**src/rtl/sprite_engine.sv**
```systemverilog
// Sprite engine: reloads a sprite table from BRAM during vertical blanking into shadow slots,
// commits it atomically, and renders the lowest-index hit sprite with a registered RGB444 output.
module sprite_engine #(
    parameter int MAX_SPR     = 16,
    parameter int ADDR_W      = 10,
    parameter int BASE_ADDR   = 0,
    parameter int RELOAD_LINE = 480
) (
    input  logic              clk,
    input  logic              reset,
    input  logic              bright,
    input  logic [9:0]        hCount,
    input  logic [9:0]        vCount,
    input  logic [15:0]       q_b,
    output logic [ADDR_W-1:0] addr_b,
    output logic [3:0]        r,
    output logic [3:0]        g,
    output logic [3:0]        b,
    output logic              busy,
    output logic              frame_valid
);

    localparam int IDX_W = (MAX_SPR > 1) ? $clog2(MAX_SPR) : 1;
    localparam int CNT_W = $clog2(MAX_SPR + 1);
    localparam logic [15:0]       MAX16   = 16'(MAX_SPR);
    localparam logic [CNT_W-1:0]  MAXC    = CNT_W'(MAX_SPR);
    localparam logic [ADDR_W-1:0] BASE_A  = ADDR_W'(BASE_ADDR);
    localparam logic [9:0]        RELOAD  = 10'(RELOAD_LINE);

    typedef enum logic [1:0] {IDLE, WAIT, CAPTURE, COMMIT} ld_state_t;

    ld_state_t         state;
    logic              hdr_phase;
    logic [1:0]        fld;
    logic [IDX_W-1:0]  spr_idx;
    logic [CNT_W-1:0]  eff_cnt;
    logic [CNT_W-1:0]  hdr_eff;

    logic [9:0]  sh_x   [MAX_SPR];
    logic [9:0]  sh_y   [MAX_SPR];
    logic        sh_en  [MAX_SPR];
    logic        sh_sz  [MAX_SPR];
    logic [11:0] sh_col [MAX_SPR];

    logic [9:0]  act_x   [MAX_SPR];
    logic [9:0]  act_y   [MAX_SPR];
    logic        act_en  [MAX_SPR];
    logic        act_sz  [MAX_SPR];
    logic [11:0] act_col [MAX_SPR];

    assign hdr_eff = (q_b > MAX16) ? MAXC : q_b[CNT_W-1:0];

    // Glyph pixel codes: 0 = black, 1 = sprite colour, 2 = white
    function automatic logic [1:0] round_code(input logic [3:0] dx, input logic [3:0] dy);
        logic signed [11:0] cx;
        logic signed [11:0] cy;
        logic signed [11:0] d2;
        cx = $signed({7'b0, dx, 1'b0}) - 12'sd15;
        cy = $signed({7'b0, dy, 1'b0}) - 12'sd15;
        d2 = cx * cx + cy * cy;
        return (d2 <= 12'sd256) ? 2'd1 : 2'd0;
    endfunction

    // Player face: white 2-pixel frame, black eyes and mouth, body in sprite colour
    function automatic logic [1:0] box_code(input logic [4:0] dx, input logic [4:0] dy);
        logic eye_row;
        logic eye_col;
        logic mouth;
        eye_row = (dy >= 5'd8) && (dy < 5'd12);
        eye_col = ((dx >= 5'd8) && (dx < 5'd12)) || ((dx >= 5'd20) && (dx < 5'd24));
        mouth   = (dy >= 5'd20) && (dy < 5'd23) && (dx >= 5'd8) && (dx < 5'd24);
        if ((dx < 5'd2) || (dx > 5'd29) || (dy < 5'd2) || (dy > 5'd29))
            return 2'd2;
        else if ((eye_row && eye_col) || mouth)
            return 2'd0;
        else
            return 2'd1;
    endfunction

    always_ff @(posedge clk or posedge reset) begin
        if (reset) begin
            state       <= IDLE;
            addr_b      <= BASE_A;
            busy        <= 1'b0;
            frame_valid <= 1'b0;
            hdr_phase   <= 1'b0;
            fld         <= 2'd0;
            spr_idx     <= '0;
            eff_cnt     <= '0;
            for (int k = 0; k < MAX_SPR; k++) begin
                sh_x[k]    <= '0;
                sh_y[k]    <= '0;
                sh_en[k]   <= 1'b0;
                sh_sz[k]   <= 1'b0;
                sh_col[k]  <= '0;
                act_x[k]   <= '0;
                act_y[k]   <= '0;
                act_en[k]  <= 1'b0;
                act_sz[k]  <= 1'b0;
                act_col[k] <= '0;
            end
        end else begin
            case (state)
                IDLE: begin
                    if (vCount == RELOAD && hCount == 10'd0) begin
                        state     <= WAIT;
                        addr_b    <= BASE_A;
                        busy      <= 1'b1;
                        hdr_phase <= 1'b1;
                        fld       <= 2'd0;
                        spr_idx   <= '0;
                    end
                end
                WAIT: state <= CAPTURE;
                CAPTURE: begin
                    if (hdr_phase) begin
                        hdr_phase <= 1'b0;
                        eff_cnt   <= hdr_eff;
                        if (hdr_eff == '0) begin
                            state <= COMMIT;
                        end else begin
                            addr_b <= addr_b + ADDR_W'(1);
                            state  <= WAIT;
                        end
                    end else begin
                        case (fld)
                            2'd0: sh_x[spr_idx] <= q_b[9:0];
                            2'd1: sh_y[spr_idx] <= q_b[9:0];
                            default: begin
                                sh_en[spr_idx]  <= q_b[0];
                                sh_sz[spr_idx]  <= q_b[1];
                                sh_col[spr_idx] <= q_b[15:4];
                            end
                        endcase
                        if (fld == 2'd2 && (CNT_W'(spr_idx) + CNT_W'(1)) == eff_cnt) begin
                            state <= COMMIT;
                        end else begin
                            if (fld == 2'd2) begin
                                fld     <= 2'd0;
                                spr_idx <= spr_idx + IDX_W'(1);
                            end else begin
                                fld <= fld + 2'd1;
                            end
                            addr_b <= addr_b + ADDR_W'(1);
                            state  <= WAIT;
                        end
                    end
                end
                COMMIT: begin
                    // Slots past the loaded count may hold stale shadow data, so they are forced off
                    for (int k = 0; k < MAX_SPR; k++) begin
                        act_x[k]   <= sh_x[k];
                        act_y[k]   <= sh_y[k];
                        act_sz[k]  <= sh_sz[k];
                        act_col[k] <= sh_col[k];
                        act_en[k]  <= sh_en[k] && (CNT_W'(k) < eff_cnt);
                    end
                    frame_valid <= 1'b1;
                    busy        <= 1'b0;
                    state       <= IDLE;
                end
                default: state <= IDLE;
            endcase
        end
    end

    logic             hit_any;
    logic [IDX_W-1:0] win;
    logic [10:0]      span;
    logic             in_x;
    logic             in_y;
    logic [4:0]       dx;
    logic [4:0]       dy;
    logic [1:0]       code;
    logic [11:0]      pix_col;

    always_comb begin
        hit_any = 1'b0;
        win     = '0;
        span    = 11'd16;
        in_x    = 1'b0;
        in_y    = 1'b0;
        // Descending scan so the lowest hitting index is the one left in win
        for (int k = MAX_SPR - 1; k >= 0; k--) begin
            span = act_sz[k] ? 11'd32 : 11'd16;
            in_x = ({1'b0, hCount} >= {1'b0, act_x[k]}) && ({1'b0, hCount} < ({1'b0, act_x[k]} + span));
            in_y = ({1'b0, vCount} >= {1'b0, act_y[k]}) && ({1'b0, vCount} < ({1'b0, act_y[k]} + span));
            if (act_en[k] && in_x && in_y) begin
                hit_any = 1'b1;
                win     = IDX_W'(k);
            end
        end
        dx   = hCount[4:0] - act_x[win][4:0];
        dy   = vCount[4:0] - act_y[win][4:0];
        code = act_sz[win] ? box_code(dx, dy) : round_code(dx[3:0], dy[3:0]);
        case (code)
            2'd1:    pix_col = act_col[win];
            2'd2:    pix_col = 12'hFFF;
            default: pix_col = 12'h000;
        endcase
    end

    // Colour output stage: one cycle behind the pixel coordinates
    logic [11:0] rgb_p1;

    always_ff @(posedge clk or posedge reset) begin
        if (reset)
            rgb_p1 <= 12'h000;
        else
            rgb_p1 <= (bright && frame_valid && hit_any) ? pix_col : 12'h000;
    end

    assign r = rgb_p1[11:8];
    assign g = rgb_p1[7:4];
    assign b = rgb_p1[3:0];

endmodule

```
**config.mk**
```make
export PLATFORM = sky130hd
export DESIGN_NAME = sprite_engine
export DESIGN_NICKNAME = d
export VERILOG_FILES = /design/src/rtl/sprite_engine.sv
export SDC_FILE = /design/constraint.sdc
export NUM_CORES = 2
export LEC_CHECK = 0
export CAP_MARGIN = 20
export CORE_ASPECT_RATIO = 0.9
export CORE_MARGIN = 2
export CORE_UTILIZATION = 55
export CTS_CLUSTER_DIAMETER = 80
export CTS_CLUSTER_SIZE = 30
export DETAILED_ROUTE_END_ITERATION = 7
export GPL_ROUTABILITY_DRIVEN = 0
export PLACE_DENSITY_LB_ADDON = 0.2
export SETUP_SLACK_MARGIN = 0.5
export SLEW_MARGIN = 10
export SYNTH_ARGS = -nofsm -noshare
export SYNTH_HDL_FRONTEND = slang
export SYNTH_SLANG_ARGS = --single-unit
```
**constraint.sdc**
```tcl
create_clock -name clk -period 65.3 [get_ports clk]
set_input_delay 13.06 -clock clk [delete_from_list [all_inputs] [get_ports clk]]
set_output_delay 13.06 -clock clk [all_outputs]
set_load 0.05 [all_outputs]
```
==> flow_metrics.env <==
export IMPL_run_status="completed"
export IMPL_total_wirelength_of_the_detailed_routed_design_um=190000
export IMPL_final_layout_size_suffix_gt1_share_pct=12.4
export IMPL_synth_seq_area_share_pct=43.9
export IMPL_global_route_usage_total_pct=31.8
export IMPL_total_met3_wirelength_after_detailed_routing_um=16800
export IMPL_initial_antenna_violation_count=6
export IMPL_fp_row_count=118
export IMPL_max_freq_mhz=36.5
export IMPL_syn_area_per_cell_sq_um=10.0
export IMPL_cts_made_buffers=51
export IMPL_post_synthesis_sequential_element_count=1126
export IMPL_final_setup_tns_ps=0
export IMPL_pwr_share_seq_pct=49.8
export IMPL_synth_enable_flop_cells=0
export IMPL_p_leak_uw=0.0313
export IMPL_timing_critical_path_to_type="register"
export IMPL_detailed_routing_iteration_count_for_the_pre_antenna_repair_pass=6
export IMPL_holdBufCountCts=0
export IMPL_routedWlPerCell_um=23.9
export IMPL_top_layer_used="met5"
export IMPL_cts_clk_slew_worst_paths_ps=110
export IMPL_synth_warnings=0
export IMPL_worst_slew_pin_transition_ps=1490
export IMPL_iter_0_drt_violations=5501
export IMPL_mostFrequentLayoutCells="sky130_fd_sc_hd__nand2_1, sky130_fd_sc_hd__dfrtp_1, sky130_fd_sc_hd__ha_1"
export IMPL_cts_htree_levels=2
export IMPL_grt_setup_unrepaired="no"
export IMPL_finalHoldViolations=0
export IMPL_grt_pass1_vias=46771
export IMPL_synthesis_nets=7146
export IMPL_num_io_pins=63
export IMPL_die_width_um=364
export IMPL_final_setup_skew_ps=43.9
export IMPL_yosysUniqueCellTypes=87
export IMPL_core_area_sq_um=115000
export IMPL_nNetsFinal=7090
export IMPL_worst_ep_arrival_time_ps=28060
export IMPL_crit_type="in2reg"
export IMPL_critical_path_max_stage_delay_ps=920
export IMPL_initial_core_util_pct=55.6
export IMPL_remaining_drc_errors=0
export IMPL_synth_async_reset_ratio_pct=100
export IMPL_die_height_um=328
export IMPL_place_hpwl_um=125000
export IMPL_final_min_clock_period_ps=27430
export IMPL_timing_hold_ws_ps=449
export IMPL_critical_path_endpoint="rgb_p1[0]"
export IMPL_post_drt_via_cell_ratio=6.13
export IMPL_postLayoutCoreUtil_pct=59.1
export IMPL_final_min_period_over_clock_period_pct=42.0
export IMPL_max_cap_viol_count=0
export IMPL_reg2reg_depth=50
export IMPL_crit_reg2reg_capture="rgb_p1[0]"
export IMPL_power_internal_uw=994
export IMPL_netlist_top_cells_area="sky130_fd_sc_hd__dfrtp_1, sky130_fd_sc_hd__ha_1, sky130_fd_sc_hd__mux2_2"
export IMPL_insertion_delay_ps=710
export IMPL_grt_pass1_wl_um=288000
export IMPL_cts_root_to_sink_buffers=3
export IMPL_worst_ir_drop_vdd_uv=46.2
export IMPL_postCtsResizedCells=0
export IMPL_clock_tree_root_cell="sky130_fd_sc_hd__clkbuf_16"
export IMPL_drt_antenna_violating_nets=0
export IMPL_netlist_area_leader_share_pct=43.9
export IMPL_grt_max_degree=256
export IMPL_finalMaxSlewViolations=0
export IMPL_layout_cells_most_common="sky130_fd_sc_hd__nand2_1"
export IMPL_critPathLaunchType="input pin"
export IMPL_most_used_flip_flop_cell_after_synthesis="sky130_fd_sc_hd__dfrtp_1"
export IMPL_synthDominantAreaCellType="sky130_fd_sc_hd__dfrtp_1"
export IMPL_power_density_nw_per_um2=21.1
export IMPL_clockPowerShare_pct=29.0
export IMPL_portBuffers=62
export IMPL_p_comb_share_pct=21.2
export IMPL_cp_startpoint="vCount[0]"
export IMPL_design_die_area_sq_um=119000
export IMPL_post_synth_instance_area_sq_um=64200
export IMPL_maxSlewHeadroom_pct=0.680
export IMPL_library_cell_contributing_the_largest_single_delay_on_the_critical_path="sky130_fd_sc_hd__buf_4"
export IMPL_dp_cells=7850
export IMPL_min_path_cells=2
export IMPL_met2_wirelength_um=80100
export IMPL_min_delay_worst_type="reg2reg"
export IMPL_crit_fanout=78
export IMPL_routed_via_count=48682
export IMPL_r2r_setup_slack_ps=49530
export IMPL_cts_setup_buffers=0
export IMPL_fillers=9968
export IMPL_worstPathRequired_ps=65930
export IMPL_timing_rr_start="act_sz[0]"
export IMPL_power_share_switching_pct=30.8
export IMPL_global_route_overflow_total=0
export IMPL_route_layer_met1_wl_um=86900
export IMPL_report_final_setup_viol=0
export IMPL_cts_sink_count=1126
export IMPL_cts_tree="done"
export IMPL_netlist_instances=6407
export IMPL_finish_cell_count_without_fillers=7948
export IMPL_total_switching_power_uw=443
export IMPL_area_growth_pct=6.37
worst min-delay path by stage:
stage | from | endpoint
final | sh_y[90] | act_y[90]
after CTS | sh_y[90] | act_y[90]
after detailed placement | sh_col[71] | act_col[71]
after global placement | sh_col[158] | act_col[158]
after floorplan | act_en[0] | act_en[0]
after global routing | sh_col[133] | act_col[133]
cells by family (layout without fill, tap and decap cells):
family	after synthesis	in the layout	synth area share, %
AND/OR/NAND/NOR	1893	1893	12.7
XOR/XNOR	168	168	2.29
adder cells (fa/ha/maj)	700	700	14.5
buffers and inverters	733	706	4.37
other	0	8	0
flip-flops	1126	1126	43.9
AO/OA/AOI/OAI	1118	1118	10.7
multiplexers	669	669	11.5
power by group through the flow:
stage	Sequential [uW]	Combinational, uW	Clock (uW)
after floorplan	729	210	0
after global placement	728	295	0
after detailed placement	729	303	0
after CTS	715	305	423
after global routing	717	342	444
final	716	305	417
routing by layer:
| layer | vias to the layer above | global-route usage, % |
|---|---|---|
| li1 | 21974 | - |
| met1 | 24524 | 48.4 |
| met2 | 1844 | 46.3 |
| met3 | 334 | 5.63 |
| met4 | 6 | 9.72 |
| met5 | - | 0 |
registers in the layout, summed over array words and instances, names as in the netlist:
signal       cells
act_col        192
state            2
spr_idx          4
fld              2
act_x          160
busy             1
eff_cnt          5
hdr_phase        1
sh_en           16
act_y          160
rgb_p1          12
sh_y           160
addr_b          10
sh_sz           16
frame_valid      1
act_sz          16
act_en          16
sh_col         192
sh_x           160
through the flow:
stage	total power (uW)	setup WS, ps	area [sq um]
2_1_floorplan	939	20530	64200
3_3_place_gp	1020	37490	66400
3_5_place_dp	1030	37260	66400
4_1_cts	1440	37990	68200
5_1_grt	1500	37100	68300
6_report	1440	37870	68300
worst max-delay path: cells and delay by family:
kind                       cells  cell delay (ps)
and+or+nand+nor               16             3440
AOI/OAI and AO/OA             13             2750
buffers and inverters          6             3670
adders and majority gates     10             4000
muxes                          1              420
xor gates and xnor gates       1              650
cells in the mapped netlist (36+ instances only):
cell type / count
sky130_fd_sc_hd__nand2_1: 1254
sky130_fd_sc_hd__nor2b_1: 43
sky130_fd_sc_hd__nand4_1: 47
sky130_fd_sc_hd__o21a_1: 46
sky130_fd_sc_hd__clkbuf_1: 239
sky130_fd_sc_hd__dfrtp_1: 1126
sky130_fd_sc_hd__a21o_1: 62
sky130_fd_sc_hd__o211ai_1: 79
sky130_fd_sc_hd__nor3_1: 36
sky130_fd_sc_hd__a211oi_1: 45
sky130_fd_sc_hd__ha_1: 625
sky130_fd_sc_hd__nand3_1: 201
sky130_fd_sc_hd__a21oi_1: 184
sky130_fd_sc_hd__o21ai_0: 490
sky130_fd_sc_hd__inv_1: 455
sky130_fd_sc_hd__xnor2_1: 150
sky130_fd_sc_hd__nor2_1: 157
sky130_fd_sc_hd__mux2_2: 551
sky130_fd_sc_hd__mux2i_1: 117
sky130_fd_sc_hd__nand2b_1: 42
sky130_fd_sc_hd__fa_1: 75
layout make-up:
type                    count  area [sq um]  area share (%)
clock buffers              56          1350            1.97
repair buffers            165          1400            2.05
diodes                      8          20.0          0.0293
multi-input cells        4548         33300            48.7
well taps                1560          1950            2.86
flip-flops and latches   1126         28200            41.3
inverters                 459          1730            2.53
clock inverters            26           390           0.572
(Power assumes the default switching activity.)
